File: src/rtl/preamble_peak_detector.sv
// Preamble peak detector: qualifies correlator threshold crossings with a plateau, searches a
// bounded window for the metric peak, and reports it on a side event stream.
module preamble_peak_detector #(
    parameter int unsigned WIDTH      = 32,
    parameter int unsigned WINDOW_LEN = 64,
    parameter int unsigned CNT_W      = 16,
    parameter int unsigned IDX_W      = 32
) (
    input  logic                   clk,
    input  logic                   reset,
    input  logic                   clear,
    input  logic [15:0]            cfg_threshold,
    input  logic [CNT_W-1:0]       cfg_plateau,
    input  logic [CNT_W-1:0]       cfg_search,
    input  logic [CNT_W-1:0]       cfg_holdoff,
    input  logic [WIDTH+47:0]      i_tdata,
    input  logic                   i_tvalid,
    output logic                   i_tready,
    output logic [WIDTH-1:0]       o_tdata,
    output logic                   o_tuser,
    output logic                   o_tvalid,
    input  logic                   o_tready,
    output logic [IDX_W+31:0]      o_event_tdata,
    output logic                   o_event_tvalid,
    input  logic                   o_event_tready,
    output logic                   event_overflow
);

    localparam int unsigned      PhaseShift = $clog2(WINDOW_LEN);
    localparam logic [CNT_W-1:0] CntOne     = CNT_W'(1);
    localparam logic [CNT_W-1:0] CntMax     = '1;

    typedef enum logic [1:0] {StIdle, StPlateau, StSearch, StHoldoff} state_e;

    state_e             state_q, state_d;
    logic [CNT_W-1:0]   plat_cnt_q, plat_cnt_d;
    logic [CNT_W-1:0]   srch_cnt_q, srch_cnt_d;
    logic [CNT_W-1:0]   hold_cnt_q, hold_cnt_d;
    logic [IDX_W-1:0]   idx_q, idx_d;
    logic signed [17:0] peak_metric_q, peak_metric_d;
    logic [15:0]        peak_phase_q, peak_phase_d;
    logic [IDX_W-1:0]   peak_idx_q, peak_idx_d;

    logic [WIDTH-1:0]   o_tdata_q, o_tdata_d;
    logic               o_tuser_q, o_tuser_d;
    logic               o_tvalid_q, o_tvalid_d;
    logic [IDX_W+31:0]  ev_data_q, ev_data_d;
    logic               ev_valid_q, ev_valid_d;
    logic               overflow_q, overflow_d;

    logic [WIDTH-1:0]   in_sample;
    logic [15:0]        in_power;
    logic [15:0]        in_mag;
    logic signed [15:0] in_phase;
    logic [31:0]        power_prod;
    logic [15:0]        scaled_power;
    logic signed [17:0] metric;
    logic               above;
    logic [15:0]        phase_scaled;
    logic               beat;
    logic               peak_win;
    logic               fire;
    logic               tuser_beat;
    logic [15:0]        peak_metric_sat;

    logic [CNT_W-1:0]   plat_eff, srch_eff;
    logic [CNT_W-1:0]   plat_inc, srch_inc, hold_inc;

    function automatic logic [CNT_W-1:0] sat_inc(input logic [CNT_W-1:0] v);
        return (v == CntMax) ? v : v + CntOne;
    endfunction

    assign in_sample = i_tdata[WIDTH-1:0];
    assign in_power  = i_tdata[WIDTH+15:WIDTH];
    assign in_mag    = i_tdata[WIDTH+31:WIDTH+16];
    assign in_phase  = $signed(i_tdata[WIDTH+47:WIDTH+32]);

    // Q0.16 threshold: keep the integer part of power*threshold
    assign power_prod   = 32'(in_power) * 32'(cfg_threshold);
    assign scaled_power = power_prod[31:16];
    assign metric       = $signed({2'b00, in_mag}) - $signed({2'b00, scaled_power});
    assign above        = metric > 18'sd0;
    assign phase_scaled = 16'(in_phase >>> PhaseShift);

    assign i_tready = o_tready || !o_tvalid_q;
    assign beat     = i_tvalid && i_tready;
    assign peak_win = metric > peak_metric_q;

    assign plat_eff = (cfg_plateau == '0) ? CntOne : cfg_plateau;
    assign srch_eff = (cfg_search == '0) ? CntOne : cfg_search;
    assign plat_inc = sat_inc(plat_cnt_q);
    assign srch_inc = sat_inc(srch_cnt_q);
    assign hold_inc = sat_inc(hold_cnt_q);

    always_comb begin
        state_d       = state_q;
        plat_cnt_d    = plat_cnt_q;
        srch_cnt_d    = srch_cnt_q;
        hold_cnt_d    = hold_cnt_q;
        peak_metric_d = peak_metric_q;
        peak_phase_d  = peak_phase_q;
        peak_idx_d    = peak_idx_q;
        fire          = 1'b0;
        tuser_beat    = 1'b0;
        if (beat) begin
            unique case (state_q)
                StIdle: begin
                    if (above) begin
                        tuser_beat    = 1'b1;
                        peak_metric_d = metric;
                        peak_phase_d  = phase_scaled;
                        peak_idx_d    = idx_q;
                        plat_cnt_d    = CntOne;
                        // A plateau of one is already satisfied by the crossing beat
                        if (CntOne >= plat_eff) begin
                            state_d    = StSearch;
                            srch_cnt_d = '0;
                        end else begin
                            state_d = StPlateau;
                        end
                    end
                end
                StPlateau: begin
                    if (!above) begin
                        state_d    = StIdle;
                        plat_cnt_d = '0;
                    end else begin
                        plat_cnt_d = plat_inc;
                        if (peak_win) begin
                            peak_metric_d = metric;
                            peak_phase_d  = phase_scaled;
                            peak_idx_d    = idx_q;
                        end
                        if (plat_inc >= plat_eff) begin
                            state_d    = StSearch;
                            srch_cnt_d = '0;
                        end
                    end
                end
                StSearch: begin
                    if (peak_win) begin
                        peak_metric_d = metric;
                        peak_phase_d  = phase_scaled;
                        peak_idx_d    = idx_q;
                    end
                    srch_cnt_d = srch_inc;
                    if (srch_inc >= srch_eff) begin
                        fire       = 1'b1;
                        state_d    = StHoldoff;
                        hold_cnt_d = '0;
                    end
                end
                StHoldoff: begin
                    hold_cnt_d = hold_inc;
                    if (hold_inc >= cfg_holdoff) begin
                        state_d = StIdle;
                    end
                end
                default: state_d = StIdle;
            endcase
        end
    end

    always_comb begin
        peak_metric_sat = peak_metric_d[15:0];
        if (peak_metric_d[17]) begin
            peak_metric_sat = '0;
        end else if (peak_metric_d[16]) begin
            peak_metric_sat = 16'hFFFF;
        end
    end

    always_comb begin
        o_tvalid_d = o_tvalid_q;
        o_tdata_d  = o_tdata_q;
        o_tuser_d  = o_tuser_q;
        idx_d      = idx_q;
        if (beat) begin
            o_tvalid_d = 1'b1;
            o_tdata_d  = in_sample;
            o_tuser_d  = tuser_beat;
            idx_d      = idx_q + 1'b1;
        end else if (o_tready) begin
            o_tvalid_d = 1'b0;
            o_tuser_d  = 1'b0;
        end
    end

    // An event slot freed by the consumer this cycle may be refilled at once
    always_comb begin
        ev_valid_d = ev_valid_q;
        ev_data_d  = ev_data_q;
        overflow_d = overflow_q;
        if (ev_valid_q && o_event_tready) begin
            ev_valid_d = 1'b0;
        end
        if (fire) begin
            if (!ev_valid_q || o_event_tready) begin
                ev_valid_d = 1'b1;
                ev_data_d  = {peak_idx_d, peak_phase_d, peak_metric_sat};
            end else begin
                overflow_d = 1'b1;
            end
        end
    end

    always_ff @(posedge clk) begin
        if (reset || clear) begin
            state_q       <= StIdle;
            plat_cnt_q    <= '0;
            srch_cnt_q    <= '0;
            hold_cnt_q    <= '0;
            idx_q         <= '0;
            peak_metric_q <= '0;
            peak_phase_q  <= '0;
            peak_idx_q    <= '0;
            o_tdata_q     <= '0;
            o_tuser_q     <= 1'b0;
            o_tvalid_q    <= 1'b0;
            ev_data_q     <= '0;
            ev_valid_q    <= 1'b0;
            overflow_q    <= 1'b0;
        end else begin
            state_q       <= state_d;
            plat_cnt_q    <= plat_cnt_d;
            srch_cnt_q    <= srch_cnt_d;
            hold_cnt_q    <= hold_cnt_d;
            idx_q         <= idx_d;
            peak_metric_q <= peak_metric_d;
            peak_phase_q  <= peak_phase_d;
            peak_idx_q    <= peak_idx_d;
            o_tdata_q     <= o_tdata_d;
            o_tuser_q     <= o_tuser_d;
            o_tvalid_q    <= o_tvalid_d;
            ev_data_q     <= ev_data_d;
            ev_valid_q    <= ev_valid_d;
            overflow_q    <= overflow_d;
        end
    end

    assign o_tdata        = o_tdata_q;
    assign o_tuser        = o_tuser_q;
    assign o_tvalid       = o_tvalid_q;
    assign o_event_tdata  = ev_data_q;
    assign o_event_tvalid = ev_valid_q;
    assign event_overflow = overflow_q;

endmodule

File: config.mk
export PLATFORM = sky130hd
export DESIGN_NAME = preamble_peak_detector
export DESIGN_NICKNAME = d
export VERILOG_FILES = /design/src/rtl/preamble_peak_detector.sv
export SDC_FILE = /design/constraint.sdc
export NUM_CORES = 1
export LEC_CHECK = 0
export CORE_UTILIZATION = 58
export DETAILED_ROUTE_END_ITERATION = 10
export GPL_TIMING_DRIVEN = 0
export HOLD_SLACK_MARGIN = 0.06
export MAX_ROUTING_LAYER = met4
export PLACE_DENSITY = 0.82
export SYNTH_ARGS = -nofsm -noshare
export SYNTH_HDL_FRONTEND = slang
export SYNTH_SLANG_ARGS = --single-unit
File: constraint.sdc
create_clock -name clk -period 15.6 [get_ports clk]
set_clock_uncertainty 0.1 [all_clocks]
set_input_delay 2.34 -clock clk [delete_from_list [all_inputs] [get_ports clk]]
set_output_delay 2.34 -clock clk [all_outputs]
set_load 0.02 [all_outputs]
Yosys cells after proc, flatten, opt, wreduce, memory -nomap -nowiden:

Index checks and enable logic that the tools add are counted.

* flip-flop bits (word level): 248
* input bits: 150
* output and inout port bits: 101
* word-level logic and storage cells: 110

* $add $sub $neg: 5
* $mul: 1
* magnitude comparators: 6
* eq/ne operators: 13
* mux-type cells: 50
* bitwise logic cells: 1
* reduce and logical (&&, ||, !) cells: 20

Operators by type and width (count)
* $mux 16: 18
* $mux 32: 4
* $pmux 16 s3: 2
* $pmux 32 s3: 1
* $mux 18: 4
* $pmux 16 s2: 2
* $pmux 18 s3: 1
* $add 16x1->16 const B: 3
* $eq 16x16->1 const B: 3
* $ge 16x16->1: 3
* $add 32x1->32 const B: 1
* $logic_not 16->1: 2
* $mul 16x16->32: 1
* $gt 17x18->1: 1
* $gt 17x1->1 const B: 1
* $sub 16x16->17: 1
* $ge 1x16->1 const A: 1
* $mux 2: 6
* $ne 2x2->1 const B: 6
* $mux 1: 11
* $pmux 2 s4: 1
* $reduce_and 3->1: 2
* $reduce_and 6->1: 1
* $reduce_bool 2->1: 3
* 11 further kinds: 17

Logic depth before layout (Yosys ltp):

* depth after elaboration: 9
* mapped depth: 46
* depth with buffers taken out: 42

Least setup slack after synthesis:

Ideal clock, no wire load.

* path kind: input to register
* from: in i_tdata[39]
* to: reg ev_data_q[37], in the netlist o_event_tdata[37]
* setup time: 0.128 ns
* arrival time: 12.119 ns
* data required time: 15.372 ns
* path slack: 3.253 ns
* stages: 43
* path buffers: 2
* path through: clkbuf_1 > nand2_1 > fa_1 > inv_1 > fa_1 > inv_1 > fa_1 > inv_1 > fa_1 > fa_1 > inv_1 > fa_1 > inv_1 > ha_1 > a21o_1 > a21o_1 > a211oi_1 > o211ai_1 > [7 not listed] > o211ai_1 > nand2_2 > o211a_2 > o41ai_2 > xor2_1 > inv_1 > ha_1 > a21o_1 > a2111oi_0 > nand2_1 > a311oi_1 > a211oi_1 > o21ai_0 > a211oi_1 > a21oi_2 > buf_4 > mux2i_1 > a21oi_1

* longest elaborated chain between the ends: 7
* elaborated cells on any way between the ends: 9
* classes of those cells: add/sub (1); mul (1); order compare (2); mux (5)

RTL lines
* start, declared: line 16 `input logic [WIDTH+47:0] i_tdata,`
* $mul 16x16->32 (*): line 79 `assign power_prod = 32'(in_power) * 32'(cfg_threshold);`
* $sub 16x16->17 (*): line 81 `assign metric = $signed({2'b00, in_mag}) - $signed({2'b00, scaled_power});`
* $gt 17x18->1: line 87 `assign peak_win = metric > peak_metric_q;`
* $mux 32: line 129, 141
* $mux 32: line 124 `if (!above) begin`
* $pmux 32 s3 (*): line 106 `unique case (state_q)`
* $mux 32 (*): line 105 `if (beat) begin`
* end signal, assigned: line 235 `ev_data_q <= ev_data_d;`
* end, declared: line 47 `logic [IDX_W+31:0] ev_data_q, ev_data_d;`

Every way passes the cells marked *; elsewhere a longest branch is shown, timed or not.
A chain may end at the register's enable or synchronous reset.

Worst setup path in the final report:

* from: in cfg_threshold[8]
* to: reg ev_data_q[39], in the netlist o_event_tdata[39]

* longest elaborated chain between the ends: 7
* elaborated cells on any way between the ends: 9
* classes of those cells: add/sub (1); mul (1); order compare (2); mux (5)

RTL lines
* start, declared: line 12 `input logic [15:0] cfg_threshold,`
* $mul 16x16->32 (*): line 79
* $sub 16x16->17 (*): line 81
* $gt 17x18->1: line 87
* $mux 32: line 129, 141
* $mux 32: line 124
* $pmux 32 s3 (*): line 106
* $mux 32 (*): line 105

Marks and branches as above.

==> reports/metrics.cfg <==
[final_layout]
fin_area_sq_um=25260
fin_nets=3366
antenna_cells=0
instances_no_fill=3315
area_growth_pct=18.16
drive_gt1_share_pct=3.609

[floorplanning]
core_area_sq_um=35910
ioPinCount=251
initial_core_util_pct=59.52
die_w_microns=194.0
dieArea_sq_um=37630
num_rows=69
die_h_microns=194.0

[logic_synthesis]
ys_ff_latch=248
syn_area_per_cell_sq_um=8.341
synth.distinct_cells=83
synth_nets=3094
synth_cells=2563
synth-async-reset-ratio_pct=0
synth_area_leaders=dfxtp_1 (23%), fa_1 (18%), ha_1 (11%), nand2_1 (6.2%), inv_1 (5.5%)
syn_area_sq_um=21380
yosys.area.top_type=dfxtp_1
yosysWarnings=0
ys_seq_area_share_pct=23.22
synth_edf_count=0
netlist.area_leader.share_pct=23.22
synth_ff_type=dfxtp_1

[sta]
max_slew.worst_pin.slew_ps=832.0
fin_tns_setup_ps=0
layout_setup_ws_ps=643.4
setup-violations-final=0
rsz0062_at_grt=false
fmax_mhz=66.86
post-route-min-period_ps=14960
finalCritPeriodShare_pct=95.88
hold_violations=0
slew_viol_final=0
slew_headroom_pct=44.20

[worst_setup_path]
worstRegToRegCells=23
critPathCapture=o_event_tdata[39]
rr_startpoint=srch_cnt_q[3]
rrSetupSlack_ps=9160
cp_max_fo=10
r2r-end=o_event_tdata[5]
max_stage_delay_ps=700
worstSetupPathType=input pin to flip-flop
worstPathRequired_ps=15890
cp-end-kind=flip-flop
critPathArrivalTime_ps=15250
startpoint=cfg_threshold[8]
crit_path_top_delay_cell=clkdlybuf4s50_1
startpoint_type=input pin

[clock_network]
cts_tree=built
cts_buffers=26
cts_htree_levels=1
clockRootBuffer=clkbuf_16
hold_buffers=0
clkLatencyLatePin_ps=550
cts.sinks=248
clk_pin_slew_ps=60
cts_buffer_depth=3

[worst_hold_path]
hold_path_startpoint=o_tdata[10]
hp-class=flip-flop to flip-flop

[flow_run]
maxCapViolCount=0

[place]
dp.cells=3268
routabilityCongestion=0.9511
dp_hpwl_microns=48240
place_area_sq_um=24400
pre_cts_ws_ps=344.5
io_buffer_count=244

[routing]
vias_per_cell=5.849
vias=19390
first_iter_violations=1630
final_antenna_net_count=0
postRouteWirelength_microns=61000
drt_first_pass_iters=6
drc_errors=0
wl_per_cell_microns=18.40

[global_route]
grt_remaining_overflow=0
antenna_found_initial=0
grt_usage_pct=33.39
grt_max_degree=16
grt_pass1_vias=19710
grt_pass1_wl_microns=99550

[run_status]
outcome=complete, no violations

## cells in the mapped netlist, types with 9 or more instances
cell       count
a211oi_1      30
a21o_1        36
a21oi_1      183
a31oi_1       28
a32o_1        21
and2_1       136
and3_1        22
and4_1        10
buf_2         12
clkbuf_1     108
dfxtp_1      248
fa_1         194
ha_1         187
inv_1        315
mux2i_1       31
nand2_1      353
nand2b_1      23
nand3_1       50
nand4_1       25
nor2_1       152
nor2b_1       13
nor3_1        22
nor4_1        15
o2111ai_1     11
o21a_1        10
o21ai_0      106
or2_2          9
or3_1         18
xnor2_1       47
xor2_1        35
## logic make-up (layout without fill, tap and decap cells)
family | Yosys count | count (layout) | synth area share, %
XOR/XNOR | 82 | 82 | 3.359
AO/OA/AOI/OAI | 506 | 506 | 15.24
buffers and inverters | 442 | 733 | 7.913
adder cells (fa/ha/maj) | 381 | 381 | 29.11
multiplexers | 37 | 37 | 1.768
AND/OR/NAND/NOR | 867 | 867 | 19.38
flip-flops | 248 | 248 | 23.22
## critical path, delay by kind of cell
kind            cells  cell delay [ps]
compound gates     17             5040
xor+xnor            2              540
fa+ha+maj           9             3970
buf+inv             9             1970
simple gates        7             1380
## metrics by stage
step	hold slack, ps	util, %
2_1_floorplan	336.3	-
3_5_place_dp	346.3	67.93
6_report	352.3	70.34
3_3_place_gp	340.9	67.93
4_1_cts	355.0	70.33
5_1_grt	373.0	70.34
## flip-flops by register name, indices dropped and copies added, names as in the netlist
register        cells
state_q             2
peak_metric_q      18
o_tvalid            1
peak_phase_q       16
o_event_tvalid      1
o_tdata            32
o_tuser             1
idx_q              32
hold_cnt_q         16
srch_cnt_q         16
o_event_tdata      64
plat_cnt_q         16
event_overflow      1
peak_idx_q         32
## metal layers
layer,vias up,global-route usage [%],routed length (microns)
met1,9293,40.55,24420
met5,-,-,0
met3,175,3.548,4081
li1,9079,-,-
met2,841,57.27,30110
met4,0,12.35,2389
## cell usage in the layout, fill, tap and decap left out, types with 6 or more instances in the layout
master           instances
clkdlybuf4s50_1        244
fa_1                   194
nand4_1                 25
o211ai_1                 7
clkbuf_16               27
a31oi_1                 28
nand2_1                353
and3_1                  22
a211oi_1                30
or3_1                   18
buf_2                   12
ha_1                   187
nand3_1                 50
clkbuf_1               109
nor4_1                  15
nand2b_1                23
mux2_2                   6
xnor2_1                 47
mux2i_1                 31
dfxtp_1                248
nor3_1                  22
and2_1                 136
xor2_1                  35
or2_2                    9
o2111ai_1               11
a21oi_1                183
a21o_1                  36
o21ai_0                106
o21a_1                  10
clkinv_4                 6
nor2b_1                 13
and4_1                  10
inv_1                  315
a32o_1                  21
a2bb2oi_1                7
nor2_1                 152
## worst min-delay path by stage
stage / slack, ps / cells after the start / endpoint
floorplan: 340 / 2 / peak_metric_q[10]
global placement: 340 / 2 / peak_metric_q[9]
detailed placement: 350 / 2 / peak_metric_q[9]
CTS: 360 / 2 / peak_metric_q[9]
global route: 370 / 2 / o_tdata[15]
finish: 350 / 2 / o_tdata[10]
## layout make-up
cell class / count / area [sq um]
flip-flops and latches: 248 / 4965
fillers: 2840 / 10650
repair buffers: 244 / 2442
clock buffers: 32 / 724.4
clock inverters: 15 / 137.6
multi-input cells: 1873 / 14720
well taps: 461 / 576.8
inverters: 315 / 1182
plain buffers: 127 / 510.5
## what timing repair did
item	CTS	global route
resized for setup	0	2
endpoints found under the setup margin	0	2
buffers inserted	0	0
Power is not shown: default switching activity piles up to over one toggle a cycle in this logic, so the estimate is an artifact.
